File: src/rtl/round_key_sched_if.sv
// Key-path bundle between the upstream round-key FIFO, the scheduler and the
// add-round-key key FIFO. The reload request is present only when KEY_RELOAD_EN is defined.
interface round_key_sched_if;
    logic [127:0] key_in;
    logic         key_in_rd;
    logic         key_in_empty;
    logic [127:0] round_key;
    logic         round_key_wr;
    logic         round_key_full;
    logic [3:0]   round_idx;
    logic         last_round;
    logic         loaded;
    logic [15:0]  blk_count;
`ifdef KEY_RELOAD_EN
    logic         reload;
`endif

    // master: the scheduler itself; slave: the surrounding FIFOs / control.
    modport master (
        input  key_in, key_in_empty, round_key_full,
`ifdef KEY_RELOAD_EN
        input  reload,
`endif
        output key_in_rd, round_key, round_key_wr, round_idx, last_round, loaded, blk_count
    );

    modport slave (
        output key_in, key_in_empty, round_key_full,
`ifdef KEY_RELOAD_EN
        output reload,
`endif
        input  key_in_rd, round_key, round_key_wr, round_idx, last_round, loaded, blk_count
    );
endinterface

File: src/rtl/round_key_sched.sv
// Round-key scheduler: captures NUM_ROUNDS+1 expanded keys, then replays them in order
// forever. Optional macro KEY_RELOAD_EN adds a reload request honoured at sequence boundaries.
module round_key_sched #(
    parameter int NUM_ROUNDS = 10
) (
    input  logic              clock,
    input  logic              reset,
    round_key_sched_if.master bus
);
    typedef enum logic {S_LOAD = 1'b0, S_RUN = 1'b1} state_t;

    localparam logic [3:0] LAST_IDX = 4'(NUM_ROUNDS);

    state_t       r_state;
    state_t       w_state_next;
    logic [3:0]   r_ptr;
    logic [3:0]   w_ptr_next;
    logic [15:0]  r_blk_count;
    logic [15:0]  w_blk_next;
    logic         w_pop;
    logic         w_push;
    logic         w_at_last;
    logic [127:0] w_store [0:NUM_ROUNDS];
`ifdef KEY_RELOAD_EN
    logic         r_pending;
    logic         w_pending_next;
`endif

    assign w_at_last = (r_ptr == LAST_IDX);

    // One register per key slot; a slot is written only by the pop aimed at it.
    genvar gi;
    generate
        for (gi = 0; gi <= NUM_ROUNDS; gi++) begin : g_store
            logic [127:0] r_key;
            always_ff @(posedge clock or posedge reset) begin
                if (reset) begin
                    r_key <= '0;
                end else if (w_pop && (r_ptr == 4'(gi))) begin
                    r_key <= bus.key_in;
                end
            end
            assign w_store[gi] = r_key;
        end
    endgenerate

    always_ff @(posedge clock or posedge reset) begin
        if (reset) begin
            r_state     <= S_LOAD;
            r_ptr       <= '0;
            r_blk_count <= '0;
        end else begin
            r_state     <= w_state_next;
            r_ptr       <= w_ptr_next;
            r_blk_count <= w_blk_next;
        end
    end

`ifdef KEY_RELOAD_EN
    always_ff @(posedge clock or posedge reset) begin
        if (reset) begin
            r_pending <= 1'b0;
        end else begin
            r_pending <= w_pending_next;
        end
    end
`endif

    always_comb begin
        w_state_next = r_state;
        w_ptr_next   = r_ptr;
        w_blk_next   = r_blk_count;
        w_pop        = 1'b0;
        w_push       = 1'b0;
`ifdef KEY_RELOAD_EN
        w_pending_next = 1'b0;
`endif
        case (r_state)
            S_LOAD: begin
                w_pop = !bus.key_in_empty;
                if (w_pop) begin
                    if (w_at_last) begin
                        w_state_next = S_RUN;
                        w_ptr_next   = '0;
                        w_blk_next   = '0;
                    end else begin
                        w_ptr_next = r_ptr + 4'd1;
                    end
                end
            end
            S_RUN: begin
                w_push = !bus.round_key_full;
                if (w_push) begin
                    if (w_at_last) begin
                        w_ptr_next = '0;
                        w_blk_next = r_blk_count + 16'd1;
                    end else begin
                        w_ptr_next = r_ptr + 4'd1;
                    end
                end
`ifdef KEY_RELOAD_EN
                // A pending reload waits for the sequence boundary so no sequence is cut short.
                w_pending_next = r_pending | bus.reload;
                if (r_pending && ((w_push && w_at_last) || ((r_ptr == 4'd0) && !w_push))) begin
                    w_state_next   = S_LOAD;
                    w_pending_next = 1'b0;
                end
`endif
            end
            default: begin
                w_state_next = S_LOAD;
            end
        endcase
    end

    assign bus.key_in_rd    = w_pop;
    assign bus.round_key_wr = w_push;
    assign bus.round_key    = w_push ? w_store[r_ptr] : '0;
    assign bus.round_idx    = r_ptr;
    assign bus.last_round   = (r_state == S_RUN) && w_at_last;
    assign bus.loaded       = (r_state == S_RUN);
    assign bus.blk_count    = r_blk_count;
endmodule

File: src/flat_wrapper.sv
// flat-port wrapper written by rule: the top's interface ports become plain ports
module round_key_sched_flat 
#(
    parameter int NUM_ROUNDS = 10
)
  (clock, reset, bus_key_in, bus_key_in_empty, bus_round_key_full, bus_key_in_rd, bus_round_key, bus_round_key_wr, bus_round_idx, bus_last_round, bus_loaded, bus_blk_count);
  round_key_sched_if bus_i ();
  input  logic clock;
  input  logic reset;
  input wire logic [$bits(bus_i.key_in)-1:0] bus_key_in;
  input wire logic [$bits(bus_i.key_in_empty)-1:0] bus_key_in_empty;
  input wire logic [$bits(bus_i.round_key_full)-1:0] bus_round_key_full;
  output wire logic [$bits(bus_i.key_in_rd)-1:0] bus_key_in_rd;
  output wire logic [$bits(bus_i.round_key)-1:0] bus_round_key;
  output wire logic [$bits(bus_i.round_key_wr)-1:0] bus_round_key_wr;
  output wire logic [$bits(bus_i.round_idx)-1:0] bus_round_idx;
  output wire logic [$bits(bus_i.last_round)-1:0] bus_last_round;
  output wire logic [$bits(bus_i.loaded)-1:0] bus_loaded;
  output wire logic [$bits(bus_i.blk_count)-1:0] bus_blk_count;
  assign bus_i.key_in = bus_key_in;
  assign bus_i.key_in_empty = bus_key_in_empty;
  assign bus_i.round_key_full = bus_round_key_full;
  assign bus_key_in_rd = bus_i.key_in_rd;
  assign bus_round_key = bus_i.round_key;
  assign bus_round_key_wr = bus_i.round_key_wr;
  assign bus_round_idx = bus_i.round_idx;
  assign bus_last_round = bus_i.last_round;
  assign bus_loaded = bus_i.loaded;
  assign bus_blk_count = bus_i.blk_count;
  round_key_sched #(.NUM_ROUNDS(NUM_ROUNDS)) u_core (.clock(clock), .reset(reset), .bus(bus_i));
endmodule
File: config.mk
export PLATFORM = sky130hd
export DESIGN_NAME = round_key_sched_flat
export DESIGN_NICKNAME = d
export VERILOG_FILES = /design/src/rtl/round_key_sched_if.sv /design/src/rtl/round_key_sched.sv /design/src/flat_wrapper.sv
export SDC_FILE = /design/constraint.sdc
export NUM_CORES = 2
export LEC_CHECK = 0
export CELL_PAD_IN_SITES_DETAIL_PLACEMENT = 1
export CELL_PAD_IN_SITES_GLOBAL_PLACEMENT = 2
export CORE_MARGIN = 4
export CORE_UTILIZATION = 25
export CTS_CLUSTER_SIZE = 8
export DETAILED_ROUTE_END_ITERATION = 16
export HOLD_SLACK_MARGIN = 0.05
export PLACE_DENSITY = 0.6
export REMOVE_ABC_BUFFERS = 1
export SYNTH_ARGS = -nofsm -noshare
export SYNTH_HDL_FRONTEND = slang
export SYNTH_SLANG_ARGS = --single-unit
export TNS_END_PERCENT = 10
File: constraint.sdc
create_clock -name clock -period 80.5 [get_ports clock]
set_input_delay 24.15 -clock clock [delete_from_list [all_inputs] [get_ports clock]]
set_output_delay 24.15 -clock clock [all_outputs]
set_load 0.01 [all_outputs]
# ---- Word level (Yosys, flattened, before mapping)
# Index checks and enable logic that the tools add are counted.
dict set report totals {
  register_bits 1429
  in_bits 132
  out_inout_bits 152
}
dict set report op_classes {
  add_sub_neg 2
  order_cmp 1
  eq_ne 14
  n_mux 18
  bitwise_logic 2
  n_reduce_logical 17
}
# operator count
set op_table {}
lappend op_table {{$bmux W128 S4} 1}
lappend op_table {{$mux W128} 3}
lappend op_table {{$mux W16} 4}
lappend op_table {{$pmux W16 S2} 1}
lappend op_table {{$add A16 B1 Y16 const B} 1}
lappend op_table {{$eq A4 B3 Y1 const B} 4}
lappend op_table {{$eq A4 B4 Y1 const B} 3}
lappend op_table {{$logic_and A1 B1 Y1} 12}
lappend op_table {{$mux W4} 3}
lappend op_table {{$eq A4 B2 Y1 const B} 2}
lappend op_table {{$pmux W4 S2} 1}
lappend op_table {{$ne A2 B2 Y1 const B} 3}
lappend op_table {{$ge A5 B5 Y1 const B} 1}
lappend op_table {{$mux W1} 5}
lappend op_table {{$not A4 Y5} 1}
lappend op_table {{$add A4 B1 Y4 const B} 1}
lappend op_table {{$eq A4 B1 Y1 const B} 1}
lappend op_table {{$logic_not A4 Y1} 1}
lappend op_table {{$reduce_and A4 Y1} 1}
lappend op_table {{$logic_not A1 Y1} 2}
lappend op_table {{$ne A2 B1 Y1 const B} 1}
lappend op_table {{$reduce_and A2 Y1} 1}
lappend op_table {{$not A1 Y1} 1}

# ---- Longest topological paths before layout
dict set report depth {
  ltp_word 5
  mapped_depth 8
  mapped_depth_nobuf 5
}

# ---- Worst setup path before layout
# OpenSTA, ideal clock, no wires.
dict set report synth_path {
  path_type {input port to output port}
  startpoint {in bus_round_key_full}
  endpoint {out bus_round_key[100]}
  t_arrival_ps 25390
  slack_ps 30960
  stages 7
  n_path_buf 3
  path_cell_list {nand2b_1 inv_1 and2_1 buf_2 buf_2 buf_1 a22o_1}
}
dict set report synth_between {
  elab_chain_cells 3
}
# item line
set synth_rtl {}
lappend synth_rtl {{from (decl)} flat_wrapper.sv:12} ;# input wire logic [$bits(bus_i.round_key_full)-1:0] bus_round_key_full;
lappend synth_rtl {{$logic_not A1 Y1} round_key_sched.sv:92} ;# w_push = !bus.round_key_full;
lappend synth_rtl {{$mux W1} round_key_sched.sv:78} ;# case (r_state)
lappend synth_rtl {{named net bus_round_key_wr} flat_wrapper.sv:15} ;# output wire logic [$bits(bus_i.round_key_wr)-1:0] bus_round_key_wr;
lappend synth_rtl {{$mux W128} round_key_sched.sv:118} ;# assign bus.round_key = w_push ? w_store[r_ptr] : '0;
lappend synth_rtl {{to (decl)} flat_wrapper.sv:14} ;# output wire logic [$bits(bus_i.round_key)-1:0] bus_round_key;
# The timed path passes the listed nets, and every way through them passes these cells.

# ---- Final worst setup path
dict set report layout_path {
  startpoint {in bus_round_key_full}
  endpoint {out bus_round_key[121]}
}
dict set report layout_between {
  elab_chain_cells 3
}
# item line
set layout_rtl {}
lappend layout_rtl {{$logic_not A1 Y1} round_key_sched.sv:92}
lappend layout_rtl {{$mux W1} round_key_sched.sv:78}
lappend layout_rtl {{$mux W128} round_key_sched.sv:118}
# Every way passes these cells.

==> summary.md <==
| Metric | Value |
|---|---|
| DP Cell Count | `7975` |
| Number of core rows | `186` |
| Drt initial violations | `1882` |
| Seq cells post-synth | `1429` |
| # hold bufs at CTS | `0` |
| Final #Nets | `4926` |
| Layout cell share with drive strength beyond 1 | `0.360` |
| Die area | `268000 um2` |
| Initial core utilization | `0.252` |
| DP HPWL | `117000 um` |
| Syn avg cell area | `13.8 um2` |
| Crit path arrival time | `27.79 ns` |
| Sequential fraction of the synthesis area | `0.550` |
| Area growth from synthesis to layout | `17.3%` |
| RR Endpoint | `u_core.g_store[7].r_key[0]` |
| Seq pwr share | `0.393` |
| Hold/Removal Path Class | `reg -> reg` |
| Final worst-path setup slack | `28.56 ns` |
| Clk_lat worst skew | `0.85 ns` |
| CTS HTree Levels | `4` |
| Drt drc | `0` |
| TritonCTS clock tree | `built` |
| Antenna diode count | `0` |
| Gr usage total | `0.142` |
| Vias in the first global route | `43300` |
| Post-CTS Setup Bufs | `0` |
| Synth area leaders | `dfrtp_1, mux2_2, mux2i_1` |
| Fillers | `27100` |
| Hold Vio Cnt, Final | `0` |
| Top cells by instance count after synthesis | `dfrtp_1, mux2_2, nand2_1, mux2i_1, clkbuf_1` |
| Status | `complete, no violations` |
| Root buf cell | `clkbuf_16` |
| Synthesis warning total | `0` |
| Pre-CTS WS | `28.57 ns` |
| NetSw | `1.06 mW` |
| TNS Setup | `0 ns` |
| Startpoint types | `input port` |
| Crit path capture type | `primary output` |
| DR vias/cell | `4.80` |
| First-pass GRT wire length | `293000 um` |
| Tmin final | `51.94 ns` |
| Mapped Area | `65000 um2` |
| GPL Wtd Cong | `0.695` |
| Vias | `39400` |
| RSZ-0062 raised after global routing | `false` |
| Worst-path maximum fanout | `68` |
| Hold Crit Start | `u_core.g_store[10].r_key[15]` |
| Final wirelength | `194000 um` |
| Async SR Flop Fraction | `1.00` |
| Grt total ovfl | `0` |
| # Max-Cap Violations | `0` |
| Largest net degree at the start of global routing | `153` |
| Top cell type's share of synthesized area | `0.550` |
| Comb power frac | `0.361` |
| Post-CTS Resized | `0` |
| Sw frac | `0.339` |
| Period utilization | `0.645` |
| Slew margin rel. | `0.151` |
| Worst Path Required | `56.35 ns` |
| Hold Path End | `u_core.g_store[10].r_key[15]` |
| Height of the die | `518 um` |
| VDD IR-drop max | `23.0 uV` |
| Power Density | `41.2 nW/um2` |
| Hold-critical path depth | `2` |
| Crit path kind | `in -> out` |
| Number of setup violations in the final report | `0` |
| Antenna Nets Post-Route | `0` |
| Post-Layout Cell Count | `8207` |
| Max Clock Skew | `0.0492 ns` |
| Worst-Margin Slew | `1.27 ns` |
| R2R Setup Slk | `75.70 ns` |
| Cell accounting for the most synthesized area | `dfrtp_1` |
| CTS clock-pin slew for the worst setup and hold paths | `0.05 ns` |
| Post-synth EDFFs | `0` |
| Register-to-Register Path Depth | `6` |
| Clock buffer depth | `3` |
| Int Pwr | `2.07 mW` |
| Clk pwr share | `0.246` |
| Synth Instances | `4707` |
| Sink Count | `1429` |
| Top-count cell post-synth | `dfrtp_1` |
| CTS Buf Count | `200` |
| Reg2reg start | `u_core.bus.round_idx[1]` |
| Die X-Extent | `518 um` |
| Initial antenna violation count | `8` |
| Port-buffer cells | `283` |
| Ports | `284` |
| Drt pass-1 iters | `6` |
| Core outline area | `258000 um2` |
| Synth unique cells | `44` |
| Drt wl/cell | `23.6 um` |
| Pleak | `33.0 nW` |
| Upper clock frequency limit | `19.3 MHz` |
| Main flop type after synthesis | `dfrtp_1` |
| Pins over their slew limit | `0` |
-- worst max-delay path by stage --
| stage | from | slack, ns | end |
|---|---|---|---|
| 2_1_floorplan | reset | 16.05 | u_core.bus.blk_count[0] |
| 4_1_cts | bus_round_key_full | 28.55 | bus_round_key[121] |
| 5_1_grt | bus_round_key_full | 28.35 | bus_round_key[61] |
| 3_3_place_gp | bus_round_key_full | 28.65 | bus_round_key[127] |
| 6_report | bus_round_key_full | 28.56 | bus_round_key[121] |
| 3_5_place_dp | bus_round_key_full | 28.57 | bus_round_key[121] |
-- cell families after synthesis --
kind of cell | count (synthesis) | share of synthesized area
buf+inv | 479 | 0.0345
mux | 1793 | 0.326
fa+ha+maj | 1 | 0.000193
xor+xnor | 6 | 0.000809
flops | 1429 | 0.550
compound gates | 415 | 0.0523
simple gates | 584 | 0.0363
-- metal layers --
| metal | global-route usage | vias up | wire (um) |
|---|---|---|---|
| met5 | 0 | - | 34 |
| met4 | 0.0411 | 6 | 4950 |
| met3 | 0.0253 | 259 | 6870 |
| met2 | 0.227 | 646 | 89500 |
| met1 | 0.198 | 21300 | 92200 |
| li1 | - | 17200 | - |
-- layout make-up --
cell class	instances	area, um2	share of cell area
Tap cell	3384	4230	0.0556
Sequential cell	1429	35800	0.470
Clock inverter	19	425	0.00558
Timing Repair Buffer	359	3520	0.0462
Clock buffer	213	5110	0.0671
Inverter	4	22.5	0.000296
Multi-Input combinational cell	2799	27100	0.356
-- placed cells by master (no fill, tap or decap), drive strengths merged, types with 8 or more instances in the layout --
cell / netlist / final
dfrtp: 1429 / 1429
mux2: 1280 / 1280
nand2: 530 / 530
mux2i: 385 / 385
clkdlybuf4s50: 0 / 283
clkbuf: 225 / 213
a22o: 130 / 130
o211ai: 130 / 130
mux4: 128 / 128
a221oi: 126 / 126
buf: 250 / 76
clkinv: 0 / 16
a21oi: 10 / 10
or4: 8 / 8
nor2: 8 / 8
nand3: 8 / 8
-- power groups by stage --
stage          Clock, mW  Combinational [mW]  Sequential [mW]
2_1_floorplan          0               0.951             1.27
3_3_place_gp           0                1.15             1.22
5_1_grt            0.833                1.22             1.27
6_report           0.771                1.13             1.23
4_1_cts            0.804                1.16             1.23
3_5_place_dp           0                1.15             1.24
-- sequential cells by signal, indices dropped and copies added (netlist names) --
register              count
u_core.g_store.r_key   1408
u_core.bus.blk_count     16
u_core.bus.loaded         1
u_core.bus.round_idx      4
-- worst max-delay path: stages --
cell             delay, ns
clkdlybuf4s50_1       0.52
nand2b_1              0.23
inv_1                 0.17
and2_4                0.66
buf_4                 0.75
a22o_1                0.32
clkdlybuf4s50_1       0.54
-- metrics by stage --
stage / hold WS (ns) / total power [mW] / area [um2] / util
6_report: 0.472 / 3.14 / 76200 / 0.296
5_1_grt: 0.495 / 3.33 / 76200 / 0.296
4_1_cts: 0.476 / 3.19 / 76200 / 0.296
3_5_place_dp: 0.464 / 2.40 / 70600 / 0.274
3_3_place_gp: 0.458 / 2.37 / 70600 / 0.274
2_1_floorplan: 0.445 / 2.22 / 62700 / -
Note: power is estimated with default switching activity, not from simulation.
